==> src/rtl/pet_kbd_pkg.sv <==
// Shared constants and FSM state type for the PET keyboard matrix scanner.
package pet_kbd_pkg;

  localparam int NUM_ROWS = 10;
  localparam int NUM_COLS = 8;
  localparam int ROW_W    = 4;

  typedef enum logic [1:0] {
    IDLE,
    DRIVE,
    SAMPLE,
    GAP
  } scan_state_t;

endpackage

==> src/rtl/pet_kbd_row_debounce.sv <==
// Debounces one keyboard row: a new column byte must be seen on
// DEBOUNCE_SCANS consecutive scans of this row before it is committed.
module pet_kbd_row_debounce
  import pet_kbd_pkg::*;
#(
  parameter int DEBOUNCE_SCANS = 4
) (
  input  logic                clk,
  input  logic                reset_n,
  input  logic                sample_valid,
  input  logic [NUM_COLS-1:0] s,
  output logic [NUM_COLS-1:0] row_q
);

  localparam int CW = $clog2(DEBOUNCE_SCANS + 1);
  localparam logic [CW-1:0] CNT_MAX = CW'(DEBOUNCE_SCANS);

  logic [NUM_COLS-1:0] cand, cand_next;
  logic [CW-1:0]       cnt, cnt_next;

  always_comb begin
    cand_next = cand;
    cnt_next  = cnt;
    if (s != cand) begin
      cand_next = s;
      cnt_next  = CW'(1);
    end else if (cnt != CNT_MAX) begin
      cnt_next = cnt + CW'(1);
    end
  end

  // The committed row is rewritten on every sample while the count is saturated.
  always_ff @(posedge clk or negedge reset_n) begin
    if (!reset_n) begin
      cand  <= '1;
      cnt   <= '0;
      row_q <= '1;
    end else if (sample_valid) begin
      cand <= cand_next;
      cnt  <= cnt_next;
      if (cnt_next == CNT_MAX)
        row_q <= cand_next;
    end
  end

endmodule

==> src/rtl/pet_kbd_scanner.sv <==
// PET keyboard matrix scanner: drives each KEYROW in turn, samples KEYCOL,
// debounces per row and serves the debounced matrix to the PIA by row index.
module pet_kbd_scanner
  import pet_kbd_pkg::*;
#(
  parameter int SETTLE_CYCLES  = 2500,
  parameter int DEBOUNCE_SCANS = 4
) (
  input  logic                clk,
  input  logic                reset_n,
  input  logic                scan_en,
  input  logic [NUM_COLS-1:0] keycol_in,
  output logic [NUM_ROWS-1:0] keyrow_oe,
  input  logic [ROW_W-1:0]    pia_row,
  output logic [NUM_COLS-1:0] pia_col,
  output logic                scan_done,
  output logic                any_key
);

  localparam int SW = $clog2(SETTLE_CYCLES);
  localparam logic [SW-1:0] SETTLE_LAST = SW'(SETTLE_CYCLES - 1);

  scan_state_t         state, next_state;
  logic [SW-1:0]       settle_cnt;
  logic [ROW_W-1:0]    row_idx;
  logic [NUM_COLS-1:0] sync1, sync2;
  logic [NUM_COLS-1:0] matrix [NUM_ROWS];
  logic [NUM_COLS-1:0] read_byte;
  logic                all_open;

  always_ff @(posedge clk or negedge reset_n) begin
    if (!reset_n) begin
      sync1 <= '1;
      sync2 <= '1;
    end else begin
      sync1 <= keycol_in;
      sync2 <= sync1;
    end
  end

  always_ff @(posedge clk or negedge reset_n) begin
    if (!reset_n) begin
      state      <= IDLE;
      settle_cnt <= '0;
      row_idx    <= '0;
    end else begin
      state <= next_state;
      if (state == DRIVE && settle_cnt != SETTLE_LAST)
        settle_cnt <= settle_cnt + SW'(1);
      else
        settle_cnt <= '0;
      if (state == GAP)
        row_idx <= (row_idx == ROW_W'(NUM_ROWS - 1)) ? '0 : row_idx + ROW_W'(1);
    end
  end

  // Rows are only released in GAP, so the top never drives two rows at once.
  always_comb begin
    next_state = state;
    keyrow_oe  = '0;
    scan_done  = 1'b0;
    unique case (state)
      IDLE: begin
        if (scan_en)
          next_state = DRIVE;
      end
      DRIVE: begin
        keyrow_oe[row_idx] = 1'b1;
        if (settle_cnt == SETTLE_LAST)
          next_state = SAMPLE;
      end
      SAMPLE: begin
        keyrow_oe[row_idx] = 1'b1;
        next_state         = GAP;
      end
      GAP: begin
        scan_done  = (row_idx == ROW_W'(NUM_ROWS - 1));
        next_state = scan_en ? DRIVE : IDLE;
      end
      default: next_state = IDLE;
    endcase
  end

  for (genvar r = 0; r < NUM_ROWS; r++) begin : g_row
    pet_kbd_row_debounce #(
      .DEBOUNCE_SCANS(DEBOUNCE_SCANS)
    ) u_deb (
      .clk         (clk),
      .reset_n     (reset_n),
      .sample_valid(state == SAMPLE && row_idx == ROW_W'(r)),
      .s           (sync2),
      .row_q       (matrix[r])
    );
  end

  always_comb begin
    read_byte = '1;
    all_open  = 1'b1;
    for (int r = 0; r < NUM_ROWS; r++) begin
      if (pia_row == ROW_W'(r))
        read_byte = matrix[r];
      all_open = all_open & (&matrix[r]);
    end
  end

  always_ff @(posedge clk or negedge reset_n) begin
    if (!reset_n) begin
      pia_col <= '1;
      any_key <= 1'b0;
    end else begin
      pia_col <= read_byte;
      any_key <= ~all_open;
    end
  end

endmodule

==> config.mk <==
export PLATFORM = sky130hd
export DESIGN_NAME = pet_kbd_scanner
export DESIGN_NICKNAME = d
export VERILOG_FILES = /design/src/rtl/pet_kbd_pkg.sv /design/src/rtl/pet_kbd_row_debounce.sv /design/src/rtl/pet_kbd_scanner.sv
export SDC_FILE = /design/constraint.sdc
export NUM_CORES = 1
export LEC_CHECK = 0
export CORE_MARGIN = 4
export CORE_UTILIZATION = 25
export CTS_BUF_LIST = sky130_fd_sc_hd__clkbuf_4 sky130_fd_sc_hd__clkbuf_8
export CTS_CLUSTER_DIAMETER = 60
export CTS_CLUSTER_SIZE = 14
export DETAILED_ROUTE_END_ITERATION = 16
export PLACE_DENSITY = 0.5
export SLEW_MARGIN = 20
export SYNTH_ARGS = -nofsm -noshare
export SYNTH_HDL_FRONTEND = slang
export SYNTH_HIERARCHICAL = 1
export SYNTH_SLANG_ARGS = --single-unit
==> constraint.sdc <==
create_clock -name clk -period 5.2 [get_ports clk]
set_input_delay 0.78 -clock clk [delete_from_list [all_inputs] [get_ports clk]]
set_output_delay 0.78 -clock clk [all_outputs]
set_load 0.02 [all_outputs]
# Word-level counts from Yosys, hierarchy flattened

Index checks and enable logic that the tools add are counted.

Bits in read-only memories: 0
Bits in writable memories: 0
Register bits: 233
Output and inout port bits: 20
Memories kept: 0
Latch bits: 0
Input port bits: 15

Mux-type cells: 50
$mul: 0
Equality and inequality tests: 55
Add/sub/neg operators: 12
Shift operators: 0
Order comparisons: 2
Divide/modulo/power cells: 0
Bitwise logic cells: 10
Reduce and logical (&&, ||, !) cells: 37

Operators with widths:

| operator                                                                      | number |
|---|---|
| 8-bit 2-to-1 mux                                                              | 20 |
| 8-bit != test                                                                 | 10 |
| 8-bit AND reduction                                                           | 10 |
| 3-bit 2-to-1 mux                                                              | 20 |
| 4-bit by 3-bit equality test with 1-bit output (second input constant)        | 8 |
| 3-bit by 1-bit adder with 3-bit output (second input constant)                | 10 |
| 3-bit equality test (second input constant)                                   | 10 |
| 3-bit != test (second input constant)                                         | 10 |
| 2-bit AND reduction                                                           | 11 |
| 4-bit by 2-bit equality test with 1-bit output (second input constant)        | 4 |
| 4-bit equality test (second input constant)                                   | 4 |
| 12-bit by 1-bit adder with 12-bit output (second input constant)              | 1 |
| 12-bit equality test (second input constant)                                  | 1 |
| 1-bit logical AND                                                             | 12 |
| 12-bit 2-to-1 mux                                                             | 1 |
| 12-bit != test (second input constant)                                        | 1 |
| 10-bit 2-to-1 mux                                                             | 1 |
| 1-bit bitwise AND                                                             | 9 |
| 4-bit by 1-bit equality test with 1-bit output (second input constant)        | 2 |
| 4-bit zero test                                                               | 2 |
| 2-bit case mux with 4 select lines                                            | 1 |
| 4-bit by 5-bit less-than comparator with 1-bit output (second input constant) | 1 |
| 4-bit by 1-bit adder with 4-bit output (second input constant)                | 1 |
| 1-bit demux with 4-bit select                                                 | 1 |
| 11 further kinds                                                              | 15 |

# Depth between registers and ports, before layout

Gate-level depths: netlist of run 1.

Depth in word-level cells: 11
Mapped depth: 8
Depth with buffers taken out: 7

# Modules after synthesis

The synthesis of run 1 kept the hierarchy.

By module, submodules not included:

| module               | area an instance (sq um) | cells each | times used |
|---|---|---|---|
| pet_kbd_row_debounce | 955.9                    | 68         | 10 |
| pet_kbd_scanner      | 2741.4                   | 298        | 1 |

# Worst setup path before layout of run 1

OpenSTA, ideal clock, no wires.

Kind: reg2reg
Start point: register state[0]
End point: register g_row[4].u_deb.row_q[0]
Required time: 5.118 ns
Stages on the path, launching flop included: 9
Slack: 2.937 ns
Data arrival time: 2.180 ns
Period minus slack after synthesis: 2.263 ns
Cell sequence: dfrtp_1 -> inv_1 -> ha_1 -> nand2_1 -> nor3_1 -> nand2_1 -> or4b_1 -> buf_6 -> mux2_4

Word-level cells in the longest chain between the ends: 3

Ends and longest elaborated chain:

| element                       | line                       | text |
|---|---|---|
| start, declared               | pet_kbd_scanner.sv:23      | `scan_state_t state, next_state;` |
| start signal, assigned        | pet_kbd_scanner.sv:47      | `state <= next_state;` |
| 2-bit equality test           | pet_kbd_scanner.sv:90      | `.sample_valid(state == SAMPLE && row_idx == ROW_W'(r)),` |
| 1-bit logical AND             | pet_kbd_scanner.sv:90      |  |
| 2-bit AND reduction (no line) | -                          |  |
| end signal, assigned          | pet_kbd_row_debounce.sv:42 | `row_q <= cand_next;` |
| end, declared                 | pet_kbd_row_debounce.sv:12 | `output logic [NUM_COLS-1:0] row_q` |

No other way between the ends.
A chain may end at the register's enable or synchronous reset.

# Final worst setup path of run 1

Start point: register row_idx[1]
End point: output scan_done

Word-level cells in the longest chain between the ends: 2

Ends and longest elaborated chain:

| element                | line                  | text |
|---|---|---|
| start, declared        | pet_kbd_scanner.sv:25 | `logic [ROW_W-1:0] row_idx;` |
| start signal, assigned | pet_kbd_scanner.sv:53 | `row_idx <= (row_idx == ROW_W'(NUM_ROWS - 1)) ? '0 : row_idx + ROW_W'(1);` |
| 4-bit equality test    | pet_kbd_scanner.sv:77 | `scan_done = (row_idx == ROW_W'(NUM_ROWS - 1));` |
| 1-bit 2-to-1 mux       | pet_kbd_scanner.sv:62 | `unique case (state)` |
| end, declared          | pet_kbd_scanner.sv:16 | `output logic scan_done,` |

No other way between the ends.

==> out/metrics.json, run 1 <==
{
  "fin_tns_setup": {"value": 0, "unit": "ps"},
  "number_of_buffers_inserted_by_post_cts_setup_repair": {"value": 0},
  "worst-slew-pin-transition": {"value": 1053, "unit": "ps"},
  "cts_buffers": {"value": 23},
  "number_of_gates_given_a_new_drive_strength_after_cts": {"value": 0},
  "peakVddDrop": {"value": 0.2065, "unit": "mV"},
  "syn_nets": {"value": 1019},
  "cts_htree_levels": {"value": 1},
  "drt-total-wl": {"value": 28.51, "unit": "mm"},
  "post-dp-hpwl": {"value": 18.64, "unit": "mm"},
  "first_global_vias": {"value": 7921},
  "setup_viol": {"value": 0},
  "grt_most_used_layer": {"value": "met1"},
  "groute.layer.met2.usage": {"value": 16.07, "unit": "%"},
  "min_period": {"value": 3330, "unit": "ps"},
  "worst_setup_hold_path_clk_slew": {"value": 100, "unit": "ps"},
  "cp_top_family": {"value": "simple AND/OR/NAND/NOR gates"},
  "slew_headroom": {"value": 29.60, "unit": "%"},
  "powerDensity": {"value": 384.4, "unit": "nW/um^2"},
  "area_of_the_die": {"value": 52810, "unit": "um^2"},
  "cts.sinks": {"value": 233},
  "yosys_warnings": {"value": 6},
  "grt_overflow_total": {"value": 0},
  "grt_pass1_wl": {"value": 46.09, "unit": "mm"},
  "layout-drive-gt1-share": {"value": 40.27, "unit": "%"},
  "post_synth_num_cell_types": {"value": 57},
  "timing.critical_path.required": {"value": 4420, "unit": "ps"},
  "synth.yosys.seq_area_share": {"value": 49.27, "unit": "%"},
  "maximum_number_of_pins_on_one_net_before_global_route_repair": {"value": 113},
  "groute.usage.overall": {"value": 10.75, "unit": "%"},
  "clk-insertion-delay-late": {"value": 580, "unit": "ps"},
  "worst_stage_delay_on_the_critical_path": {"value": 610, "unit": "ps"},
  "vias": {"value": 7719},
  "critical_path.n_buffers_inverters": {"value": 1},
  "finalNetCount": {"value": 1058},
  "vias_per_cell": {"value": 4.546},
  "tritoncts_clock_tree": {"value": "done"},
  "core_box_area": {"value": 48750, "unit": "um^2"},
  "max_clock_freq": {"value": 0.3003, "unit": "GHz"},
  "synth_area_leaders": {"value": "sky130_fd_sc_hd__dfstp_2 39%, sky130_fd_sc_hd__dfrtp_1 10%, sky130_fd_sc_hd__mux2_4 9.8%"},
  "synth_edf_count": {"value": 0},
  "port-buffer-count": {"value": 34},
  "max_cap_viol_count": {"value": 0},
  "avgRoutedWirePerCell": {"value": 16.79, "unit": "um"},
  "least_setup_slack_across_all_paths_after_layout": {"value": 1870, "unit": "ps"},
  "grtUsageMet3": {"value": 2.168, "unit": "%"},
  "floorplan.initialDensity": {"value": 25.23, "unit": "%"},
  "clock_tree.root_cell": {"value": "sky130_fd_sc_hd__clkbuf_8"},
  "postSynthCellCount": {"value": 978},
  "fp-row-count": {"value": 81},
  "place_area": {"value": 13390, "unit": "um^2"},
  "share_of_synthesized_registers_carrying_an_async_set_or_reset": {"value": 100.0, "unit": "%"},
  "global_routing_met1_resource_utilization": {"value": 16.16, "unit": "%"},
  "run_status": {"value": "complete, no violations"},
  "post-route-cell-area": {"value": 13880, "unit": "um^2"},
  "path_cells": {"value": "nand2b_1 > nor3_1 > and2_1 > clkdlybuf4s50_1"},
  "slew_violations": {"value": 0},
  "multi_input_area": {"value": 5886, "unit": "um^2"},
  "synthToLayoutAreaGrowth": {"value": 12.82, "unit": "%"},
  "cpMaxStageDelayCell": {"value": "sky130_fd_sc_hd__clkdlybuf4s50_1"},
  "hold_fails_final_rpt": {"value": 0},
  "clock-skew-final": {"value": 29.08, "unit": "ps"},
  "cell_area_after_synthesis": {"value": 12300, "unit": "um^2"},
  "globalplace.congestion": {"value": 0.8227},
  "iteration_count_of_the_initial_detailed_routing_pass": {"value": 5},
  "critical_path_arrival": {"value": 2550, "unit": "ps"},
  "total_drc_errors_in_the_routed_layout": {"value": 0},
  "fillers": {"value": 4988},
  "yosysTopAreaCell": {"value": "sky130_fd_sc_hd__dfstp_2"},
  "end_kind": {"value": "primary output"},
  "area.sequential": {"value": 6061, "unit": "um^2"},
  "drt_iter0_markers": {"value": 491},
  "floorplan.die.height": {"value": 229.8, "unit": "um"},
  "yosys_most_used_dff": {"value": "sky130_fd_sc_hd__dfstp_2"},
  "design.portCount": {"value": 35},
  "post-route-period-util": {"value": 64.04, "unit": "%"},
  "worstSetupPathType": {"value": "reg2out"},
  "cellLeakagePower": {"value": 5.213, "unit": "nW"},
  "cts_hold_buffers": {"value": 0},
  "grt_antenna_before_repair": {"value": 1},
  "crit_path_start_kind": {"value": "register"},
  "post_route_ant_nets": {"value": 0},
  "path_max_fanout": {"value": 12},
  "ys_ff_latch": {"value": 233},
  "netlist.area_leader.share": {"value": 39.30, "unit": "%"},
  "rsz_0062_raised_after_global_routing": {"value": "no"},
  "hold_class": {"value": "in2async"},
  "avgSynthCellArea": {"value": 12.58, "unit": "um^2"},
  "die_outline_width": {"value": 229.8, "unit": "um"},
  "clk_path_buf_depth": {"value": 3},
  "pre_cts_slack": {"value": 2008, "unit": "ps"}
}
-- worst paths after layout --
| path | from | to | slack, ps | cells past startpoint |
|---|---|---|---|---|
| max | row_idx[1]$_DFFE_PN0P_ | scan_done | 1870 | 4 |
| min | reset_n | g_row[3].u_deb/cnt[1]$_DFFE_PN0P_ | 250 | 1 |
| max reg2reg | row_idx[1]$_DFFE_PN0P_ | g_row[9].u_deb/row_q[3]$_DFFE_PN1P_ | 1940 | 6 |
| min reg2reg | sync1[1]$_DFF_PN1_ | sync2[1]$_DFF_PN1_ | 340 | 0 |
| max in group asynchronous | reset_n | g_row[0].u_deb/row_q[6]$_DFFE_PN1P_ | 3760 | 2 |
| min in group clk | sync1[1]$_DFF_PN1_ | sync2[1]$_DFF_PN1_ | 340 | 0 |
-- routing by layer --
layer,wire (um),share of wire (%),vias to the layer above
met2,12100,42,137
met3,1121,3.9,35
li1,-,-,3642
met5,0,0,-
met1,14780,52,3905
met4,506,1.8,0
-- cells in the mapped netlist, types with 3 or more instances --
master and instances:
sky130_fd_sc_hd__or4b_1 10, sky130_fd_sc_hd__and2_1 5, sky130_fd_sc_hd__xor2_1 8, sky130_fd_sc_hd__dfstp_2 184, sky130_fd_sc_hd__mux2_2 85, sky130_fd_sc_hd__nand4_1 32, sky130_fd_sc_hd__mux2_4 80, sky130_fd_sc_hd__o221ai_1 3
sky130_fd_sc_hd__nor2_1 37, sky130_fd_sc_hd__clkbuf_1 23, sky130_fd_sc_hd__nor3_1 22, sky130_fd_sc_hd__nor3b_1 14, sky130_fd_sc_hd__nor4_1 15, sky130_fd_sc_hd__ha_1 26, sky130_fd_sc_hd__and3_1 3, sky130_fd_sc_hd__and4_1 4
sky130_fd_sc_hd__nor4b_1 10, sky130_fd_sc_hd__nor2b_1 10, sky130_fd_sc_hd__nand3_1 19, sky130_fd_sc_hd__o21a_1 11, sky130_fd_sc_hd__inv_1 38, sky130_fd_sc_hd__o21bai_1 5, sky130_fd_sc_hd__o2bb2ai_1 12, sky130_fd_sc_hd__mux2i_1 22
sky130_fd_sc_hd__nand2b_1 15, sky130_fd_sc_hd__xnor2_1 83, sky130_fd_sc_hd__buf_6 10, sky130_fd_sc_hd__a311oi_1 10, sky130_fd_sc_hd__o21ai_0 9, sky130_fd_sc_hd__o41ai_1 20, sky130_fd_sc_hd__a21oi_1 23, sky130_fd_sc_hd__or3b_1 10
sky130_fd_sc_hd__dfrtp_1 49, sky130_fd_sc_hd__o22ai_1 4, sky130_fd_sc_hd__a221oi_1 4, sky130_fd_sc_hd__a211oi_1 5, sky130_fd_sc_hd__nand2_1 32
-- cells in the final DEF, fill, tap and decap left out, drive strengths merged, types with 5 or more instances in the layout --
cell type      netlist  routed
and2                 5       5
nor2b               10      10
xnor2               83      83
mux2               166     166
ha                  26      26
o21ai               10      10
nand2               32      32
clkbuf              23      32
o21bai               5       5
nand2b              15      15
dfrtp               49      49
nand3               19      19
nand4               32      32
inv                 38      41
mux2i               22      22
o41ai               20      20
nor2                37      37
nor3                22      22
nor4b               10      10
a21oi               23      23
dfstp              184     184
nor3b               14      14
o21a                11      11
or4b                11      11
buf                 14      18
clkdlybuf4s50        0      33
a211oi               5       5
nor4                15      15
or3b                12      12
xor2                 8       8
o2bb2ai             12      12
a311oi              10      10
-- worst register-to-register path, delay by kind of cell, from the launching register on --
| kind | cells | cell delay (ps) |
|---|---|---|
| and+or+nand+nor | 5 | 2270 |
| muxes | 1 | 390 |
| DFF | 1 | 520 |
-- where the power goes --
group / leakage, nW / switching (mW) / internal [mW]
clock: 0.247 / 0.685 / 0.553
combinational: 2.41 / 0.635 / 0.728
sequential: 2.55 / 0.338 / 2.40
-- kinds of logic (layout without fill, tap and decap cells) --
kind of cell | after synthesis | after routing | share of synthesized area (%)
AOI/OAI and AO/OA | 119 | 119 | 7.232
xor gates and xnor gates | 91 | 91 | 6.480
adders and majority gates | 26 | 26 | 2.645
buffers and inverters | 75 | 130 | 2.919
DFF | 233 | 233 | 49.27
muxes | 190 | 190 | 19.79
other | 0 | 1 | 0
and+or+nand+nor | 244 | 244 | 11.66
-- stage by stage --
stage          cells  power [mW]  hold WS (ps)  utilization [%]
2_1_floorplan    978       3.773         345.2                -
3_3_place_gp    1656       4.100         346.6            27.47
3_5_place_dp    1656       4.139         347.8            27.47
4_1_cts         1697       5.417         293.9            28.46
5_1_grt         1698       5.713         299.4            28.47
6_report        1698       5.334         252.4            28.47
-- cell type report --
class,count,area share [%]
flip-flops and latches,233,43.67
multi-input cells,670,42.41
well taps,664,5.987
repair buffers,51,3.408
clock buffers,32,2.813
inverters,38,1.028
clock inverters,9,0.6582
diodes,1,0.01803
-- registers in the layout, indices dropped and copies added (netlist names) --
name               count
g_row.u_deb/cand      80
g_row.u_deb/row_q     80
g_row.u_deb/cnt       30
settle_cnt            12
pia_col                8
sync1                  8
sync2                  8
row_idx                4
state                  2
any_key                1
(Power assumes the default switching activity.)
==> run 2: changes to the inputs <==
==> constraint.sdc (replaced) <==
create_clock -name clk -period 3.19 [get_ports clk]
set_input_delay 0.4785 -clock clk [delete_from_list [all_inputs] [get_ports clk]]
set_output_delay 0.4785 -clock clk [all_outputs]
set_load 0.02 [all_outputs]
==> out/metrics.json, run 2 (synthesized netlist as in run 1, its figures left out) <==
{
  "critical_path_arrival": {"value": 2520, "unit": "ps", "change": "-30 ps"},
  "end_kind": {"value": "primary output"},
  "core_box_area": {"value": 48750, "unit": "um^2", "change": "unchanged"},
  "rsz_0062_raised_after_global_routing": {"value": "no"},
  "report.power.total": {"value": 8.919, "unit": "mW", "change": "+67%"},
  "iteration_count_of_the_initial_detailed_routing_pass": {"value": 4, "change": "-1"},
  "vias_per_cell": {"value": 4.551, "change": "+0.11%"},
  "path_cells": {"value": "nand2b_1 > nor3_1 > and2_1 > clkdlybuf4s50_1"},
  "floorplan.initialDensity": {"value": 25.23, "unit": "%", "change": "unchanged"},
  "fp-row-count": {"value": 81, "change": "unchanged"},
  "clock_tree.root_cell": {"value": "sky130_fd_sc_hd__clkbuf_8"},
  "synthToLayoutAreaGrowth": {"value": 15.04, "unit": "%"},
  "grt_pass1_wl": {"value": 44.97, "unit": "mm", "change": "-2.4%"},
  "die_outline_width": {"value": 229.8, "unit": "um", "change": "unchanged"},
  "rr_worst_depth": {"value": 6, "change": "unchanged"},
  "fin_tns_setup": {"value": 0, "unit": "ps", "change": "unchanged"},
  "area_of_the_die": {"value": 52810, "unit": "um^2", "change": "unchanged"},
  "globalplace.congestion": {"value": 0.7531, "change": "-8.5%"},
  "number_of_gates_given_a_new_drive_strength_after_cts": {"value": 0, "change": "unchanged"},
  "drt_iter0_markers": {"value": 485, "change": "-1.2%"},
  "cp_top_family": {"value": "simple AND/OR/NAND/NOR gates"},
  "post_route_ant_nets": {"value": 0, "change": "unchanged"},
  "worst-slew-pin-transition": {"value": 822.3, "unit": "ps", "change": "-230.4 ps"},
  "grt_overflow_total": {"value": 0, "change": "unchanged"},
  "port-buffer-count": {"value": 34, "change": "unchanged"},
  "worst_setup_hold_path_clk_slew": {"value": 90, "unit": "ps", "change": "about the same"},
  "cpMaxStageDelayCell": {"value": "sky130_fd_sc_hd__clkdlybuf4s50_1"},
  "hold_fails_final_rpt": {"value": 0, "change": "unchanged"},
  "final_util": {"value": 29.03, "unit": "%", "change": "+0.56 points"},
  "max_clock_freq": {"value": 0.3336, "unit": "GHz"},
  "layout-drive-gt1-share": {"value": 41.59, "unit": "%", "change": "+1.3 points"},
  "layout_commonest_cell": {"value": "sky130_fd_sc_hd__dfstp_2"},
  "clk_path_buf_depth": {"value": 3, "change": "unchanged"},
  "drt-total-wl": {"value": 27.86, "unit": "mm", "change": "-2.3%"},
  "cts_buffers": {"value": 24, "change": "+4.3%"},
  "cp.depth": {"value": 4, "change": "unchanged"},
  "crit_path_start_kind": {"value": "register"},
  "tritoncts_clock_tree": {"value": "done"},
  "peakVddDrop": {"value": 0.3324, "unit": "mV", "change": "+61%"},
  "maximum_number_of_pins_on_one_net_before_global_route_repair": {"value": 87, "change": "-23%"},
  "hold_class": {"value": "in2reg"},
  "timing.critical_path.required": {"value": 2710, "unit": "ps", "change": "-1710 ps"},
  "finish.cell_count_without_fillers": {"value": 1723, "change": "+1.5%"},
  "avgRoutedWirePerCell": {"value": 16.17, "unit": "um", "change": "-3.7%"},
  "floorplan.die.height": {"value": 229.8, "unit": "um", "change": "unchanged"},
  "clock-skew-final": {"value": 42.08, "unit": "ps", "change": "+13.00 ps"},
  "worstSetupPathType": {"value": "reg2out"},
  "min_period": {"value": 2997, "unit": "ps"},
  "max_cap_viol_count": {"value": 0, "change": "unchanged"},
  "path_max_fanout": {"value": 12, "change": "unchanged"},
  "cts_htree_levels": {"value": 1, "change": "unchanged"},
  "finalNetCount": {"value": 1081, "change": "+2.2%"},
  "cts.sinks": {"value": 233, "change": "unchanged"},
  "post-dp-hpwl": {"value": 18.83, "unit": "mm", "change": "+1.0%"},
  "slew_headroom": {"value": 45.18, "unit": "%", "change": "+16 points"},
  "run_status": {"value": "complete, no violations"},
  "design.portCount": {"value": 35, "change": "unchanged"},
  "place_area": {"value": 13590, "unit": "um^2", "change": "+1.5%"},
  "first_global_vias": {"value": 7921, "change": "unchanged"},
  "layout_common_cells": {"value": "184 x sky130_fd_sc_hd__dfstp_2, 85 x sky130_fd_sc_hd__mux2_2, 83 x sky130_fd_sc_hd__xnor2_1"},
  "largestRegisters": {"value": "g_row.u_deb/cand x80, g_row.u_deb/row_q x80, g_row.u_deb/cnt x30"},
  "clk-insertion-delay-late": {"value": 590, "unit": "ps", "change": "about the same"},
  "worst_hold_path_cell_count": {"value": 1},
  "vias": {"value": 7841, "change": "+1.6%"},
  "dp_cells": {"value": 1677, "change": "+1.3%"},
  "total_drc_errors_in_the_routed_layout": {"value": 0, "change": "unchanged"},
  "groute.usage.overall": {"value": 10.44, "unit": "%", "change": "-0.31 points"},
  "cellLeakagePower": {"value": 5.363, "unit": "nW", "change": "+2.9%"},
  "slew_violations": {"value": 0, "change": "unchanged"},
  "grt_antenna_before_repair": {"value": 1, "change": "unchanged"},
  "setup_viol": {"value": 0, "change": "unchanged"},
  "powerDensity": {"value": 630.2, "unit": "nW/um^2", "change": "+64%"},
  "critical_path.n_buffers_inverters": {"value": 1, "change": "unchanged"},
  "post-route-cell-area": {"value": 14150, "unit": "um^2", "change": "+2.0%"},
  "worst_stage_delay_on_the_critical_path": {"value": 610, "unit": "ps", "change": "about the same"},
  "post-route-period-util": {"value": 93.96, "unit": "%"}
}
run 2: cell count changes in the layout (fill, tap and decap cells not counted), sizes merged:
cell         previous run  this run
clkbuf                 32        33
buf                    18        39
clkinv                  2         3
bufinv                  1         2
dlygate4sd3             0         1
run 2: what timing repair did:
action / CTS / global route
setup buffers: 0 / 0
setup endpoints to repair: 0 / 0
hold endpoints to repair: 12 / 0
hold buffers: 1 / 0
run 2: metrics by stage:
| step | hold slack (ps) | worst slack [ps] |
|---|---|---|
| after floorplan | 182.9 | 927.5 |
| after global placement | 345.9 | 388.9 |
| after detailed placement | 346.8 | 388.5 |
| after CTS | 217.4 | 137.5 |
| after global routing | 217.6 | 29.76 |
| final | 282.3 | 192.8 |
run 2: final timing paths:
check / from / slack [ps] / to
max: row_idx[1]$_DFFE_PN0P_ / 190 / keyrow_oe[9]
max reg2reg: row_idx[1]$_DFFE_PN0P_ / 300 / g_row[9].u_deb/row_q[5]$_DFFE_PN1P_
min in group asynchronous: reset_n / 530 / g_row[8].u_deb/cnt[1]$_DFFE_PN0P_
max in group asynchronous: reset_n / 1790 / sync1[4]$_DFF_PN1_
min reg2reg: sync1[5]$_DFF_PN1_ / 360 / sync2[5]$_DFF_PN1_
min: keycol_in[2] / 280 / sync1[2]$_DFF_PN1_
run 2: power breakdown:
group	total, mW	switching, mW	internal [mW]
combinational	2.31	1.09	1.22
sequential	4.42	0.514	3.91
clock	2.19	1.14	1.05
run 2: final cells by class:
type / count / area (um^2)
inverters: 38 / 142.6
flip-flops and latches: 233 / 6061
fillers: 4999 / 34600
repair buffers: 73 / 678.2
clock inverters: 11 / 127.6
diodes: 1 / 2.502
well taps: 664 / 830.8
clock buffers: 33 / 422.9
multi-input cells: 670 / 5886
run 2: layer usage:
metal  track usage [%]  wire length (um)  up-vias
met2             16.56             12450      138
li1                  -                 -     3697
met5                 0                 0        -
met3             2.056              1250       34
met1             14.96             13720     3972
met4             1.909               438        0
==> run 3: changes to the inputs <==
--- a/config.mk
+++ b/config.mk
@@ -11,7 +11,7 @@
 export CTS_CLUSTER_DIAMETER = 60
 export CTS_CLUSTER_SIZE = 14
 export DETAILED_ROUTE_END_ITERATION = 16
-export PLACE_DENSITY = 0.5
+export SKIP_LAST_GASP = 1
 export SLEW_MARGIN = 20
 export SYNTH_ARGS = -nofsm -noshare
 export SYNTH_HDL_FRONTEND = slang
==> out/metrics.json, run 3 (synthesized netlist as in run 1, its figures left out) <==
{
  "hold_fails_final_rpt": {"value": 0, "change": "unchanged"},
  "hold_slack": {"value": 332.5, "unit": "ps", "change": "+50.19 ps"},
  "hold_class": {"value": "in2reg"},
  "worstSetupPathType": {"value": "reg2out"},
  "worst_hold_path_cell_count": {"value": 1, "change": "unchanged"},
  "post-dp-hpwl": {"value": 18.85, "unit": "mm", "change": "+0.10%"},
  "vias_per_cell": {"value": 4.596, "change": "+0.99%"},
  "fp-row-count": {"value": 81, "change": "unchanged"},
  "diodes": {"value": 0, "change": "-1"},
  "rsz_0062_raised_after_global_routing": {"value": "no"},
  "cts_htree_levels": {"value": 1, "change": "unchanged"},
  "clock-skew-final": {"value": 17.36, "unit": "ps", "change": "-24.72 ps"},
  "fin_tns_setup": {"value": 0, "unit": "ps", "change": "unchanged"},
  "floorplan.initialDensity": {"value": 25.23, "unit": "%", "change": "unchanged"},
  "finish.cell_count_without_fillers": {"value": 1710, "change": "-0.75%"},
  "peakVddDrop": {"value": 0.3072, "unit": "mV", "change": "-7.6%"},
  "cpMaxStageDelayCell": {"value": "sky130_fd_sc_hd__clkdlybuf4s50_1"},
  "grtUsageMet3": {"value": 1.784, "unit": "%", "change": "-0.27 points"},
  "critical_path.n_buffers_inverters": {"value": 2, "change": "+1"},
  "design.portCount": {"value": 35, "change": "unchanged"},
  "max_cap_viol_count": {"value": 0, "change": "unchanged"},
  "worst_r2r_startpoint": {"value": "state[0]$_DFFE_PN0P_"},
  "cts_buffers": {"value": 20, "change": "-17%"},
  "avgRoutedWirePerCell": {"value": 15.98, "unit": "um", "change": "-1.2%"},
  "grt_overflow_total": {"value": 0, "change": "unchanged"},
  "drt_iter0_markers": {"value": 433, "change": "-11%"},
  "worst_stage_delay_on_the_critical_path": {"value": 680, "unit": "ps", "change": "+70 ps"},
  "cts.sinks": {"value": 233, "change": "unchanged"},
  "rr_worst_depth": {"value": 7, "change": "+1"},
  "dp_cells": {"value": 1676, "change": "-0.060%"},
  "place_area": {"value": 13560, "unit": "um^2", "change": "-0.24%"},
  "path_cells": {"value": "inv_1 > ha_1 > nand2_1 > nor2_1 > clkdlybuf4s50_1"},
  "global_routing_met1_resource_utilization": {"value": 14.89, "unit": "%", "change": "-0.070 points"},
  "max_clock_freq": {"value": 0.3322, "unit": "GHz", "change": "-0.42%"},
  "groute.layer.met2.usage": {"value": 16.04, "unit": "%", "change": "-0.52 points"},
  "timing.hold.worst.start": {"value": "keycol_in[0]"},
  "slew_violations": {"value": 0, "change": "unchanged"},
  "post-route-period-util": {"value": 94.35, "unit": "%", "change": "+0.40 points"},
  "clock_tree.root_cell": {"value": "sky130_fd_sc_hd__clkbuf_8"},
  "endpoint_with_the_worst_hold_slack": {"value": "sync1[0]$_DFF_PN1_"},
  "crit_path_start_kind": {"value": "register"},
  "globalplace.congestion": {"value": 0.8129, "change": "+7.9%"},
  "layout_commonest_cell": {"value": "sky130_fd_sc_hd__dfstp_2"},
  "r2r_end": {"value": "g_row[0].u_deb/row_q[2]$_DFFE_PN1P_"},
  "grt_most_used_layer": {"value": "met2"},
  "worst-slew-pin-transition": {"value": 856.6, "unit": "ps", "change": "+34.34 ps"},
  "vias": {"value": 7859, "change": "+0.23%"},
  "fillers": {"value": 4967, "change": "-0.64%"},
  "die_outline_width": {"value": 229.8, "unit": "um", "change": "unchanged"},
  "groute.usage.overall": {"value": 10.27, "unit": "%", "change": "-0.17 points"},
  "grt_antenna_before_repair": {"value": 0, "change": "-1"},
  "critical_path_arrival": {"value": 2530, "unit": "ps", "change": "about the same"},
  "finalNetCount": {"value": 1076, "change": "-0.46%"},
  "largestRegisters": {"value": "g_row.u_deb/cand x80, g_row.u_deb/row_q x80, g_row.u_deb/cnt x30"},
  "timing.critical_path.required": {"value": 2710, "unit": "ps", "change": "about the same"},
  "worst_setup_hold_path_clk_slew": {"value": 90, "unit": "ps", "change": "about the same"},
  "synthToLayoutAreaGrowth": {"value": 13.56, "unit": "%"},
  "iteration_count_of_the_initial_detailed_routing_pass": {"value": 5, "change": "+1"},
  "area_of_the_die": {"value": 52810, "unit": "um^2", "change": "unchanged"},
  "layout_common_cells": {"value": "184 x sky130_fd_sc_hd__dfstp_2, 85 x sky130_fd_sc_hd__mux2_2, 83 x sky130_fd_sc_hd__xnor2_1"},
  "min_period": {"value": 3010, "unit": "ps", "change": "+12.73 ps"},
  "number_of_buffers_inserted_by_post_cts_setup_repair": {"value": 0, "change": "unchanged"},
  "layout-drive-gt1-share": {"value": 41.20, "unit": "%", "change": "-0.38 points"},
  "core_box_area": {"value": 48750, "unit": "um^2", "change": "unchanged"},
  "port-buffer-count": {"value": 34, "change": "unchanged"},
  "run_status": {"value": "complete, no violations"},
  "cp_top_family": {"value": "buffers and inverters"},
  "maximum_number_of_pins_on_one_net_before_global_route_repair": {"value": 89, "change": "+2.3%"},
  "worst-r2r-setup-slack": {"value": 360, "unit": "ps", "change": "+60 ps"},
  "floorplan.die.height": {"value": 229.8, "unit": "um", "change": "unchanged"},
  "cellLeakagePower": {"value": 5.285, "unit": "nW", "change": "-1.5%"},
  "first_global_vias": {"value": 7992, "change": "+0.90%"},
  "end_kind": {"value": "primary output"},
  "tritoncts_clock_tree": {"value": "done"},
  "grt_pass1_wl": {"value": 44.60, "unit": "mm", "change": "-0.83%"},
  "slew_headroom": {"value": 42.71, "unit": "%", "change": "-2.5 points"},
  "drt-total-wl": {"value": 27.32, "unit": "mm", "change": "-1.9%"},
  "clk-insertion-delay-late": {"value": 550, "unit": "ps", "change": "-40 ps"},
  "post-route-cell-area": {"value": 13970, "unit": "um^2", "change": "-1.3%"},
  "clk_path_buf_depth": {"value": 3, "change": "unchanged"},
  "total_drc_errors_in_the_routed_layout": {"value": 0, "change": "unchanged"},
  "path_max_fanout": {"value": 6, "change": "-6"},
  "post_route_ant_nets": {"value": 0, "change": "unchanged"},
  "setup_viol": {"value": 0, "change": "unchanged"},
  "powerDensity": {"value": 610.0, "unit": "nW/um^2", "change": "-3.2%"}
}
==> run 3: cell count changes in the layout (fill, tap and decap cells not counted), sizes merged <==
cell,change
inv,-3
clkinvlp,-3
bufinv,-2
clkinv,-3
diode,-1
buf,-1
==> run 3: what timing repair did <==
action	in CTS	in global routing
setup endpoints to repair	2	2
hold buffers	1	0
cloned	0	0
resized for setup	2	1
endpoints found under the hold margin	22	0
==> run 3: worst register-to-register path: stages (launching register included) <==
cell and delay [ps]:
sky130_fd_sc_hd__dfrtp_1 440, sky130_fd_sc_hd__inv_1 130, sky130_fd_sc_hd__ha_1 220, sky130_fd_sc_hd__nand2_1 140
sky130_fd_sc_hd__nor3_2 260, sky130_fd_sc_hd__nand2_1 230, sky130_fd_sc_hd__or4b_1 910, sky130_fd_sc_hd__mux2_4 420
==> run 3: area by class of cell <==
type                    instances  area, um^2  area share, %
clock buffers                  33       391.6          2.804
inverters                      38       142.6          1.021
multi-input cells             670        5896          42.21
flip-flops and latches        233        6062          43.40
well taps                     664       830.8          5.948
repair buffers                 72       645.6          4.622
==> run 3: power breakdown <==
group	leakage [nW]	internal (mW)	switching [mW]
clock	0.211	0.774	0.989
sequential	2.55	3.91	0.526
combinational	2.52	1.22	1.10
==> run 3: metal layers <==
layer  share of wire [%]  up-vias
met5                   0        -
met4                 2.3        0
met3                 3.4       44
met2                  44      133
met1                  50     3995
li1                    -     3687
==> run 3: worst max-delay path by stage <==
stage / from / to / cells after the start
after detailed placement: state[0]$_DFFE_PN0P_ / g_row[0].u_deb/row_q[5]$_DFFE_PN1P_ / 7
after global routing: state[0]$_DFFE_PN0P_ / keyrow_oe[5] / 5
final: state[0]$_DFFE_PN0P_ / keyrow_oe[7] / 5
after CTS: state[0]$_DFFE_PN0P_ / keyrow_oe[1] / 5
after global placement: state[0]$_DFFE_PN0P_ / g_row[0].u_deb/row_q[3]$_DFFE_PN1P_ / 7
after floorplan: state[0]$_DFFE_PN0P_ / g_row[4].u_deb/row_q[0]$_DFFE_PN1P_ / 8
==> run 3: through the flow <==
stage,setup WS [ps],utilization (%),power (mW)
6_report,180.1,28.65,8.521
5_1_grt,13.86,28.65,9.097
4_1_cts,122.7,28.65,8.628
3_5_place_dp,389.4,27.81,6.809
3_3_place_gp,421.8,27.81,6.711
2_1_floorplan,927.5,-,6.150
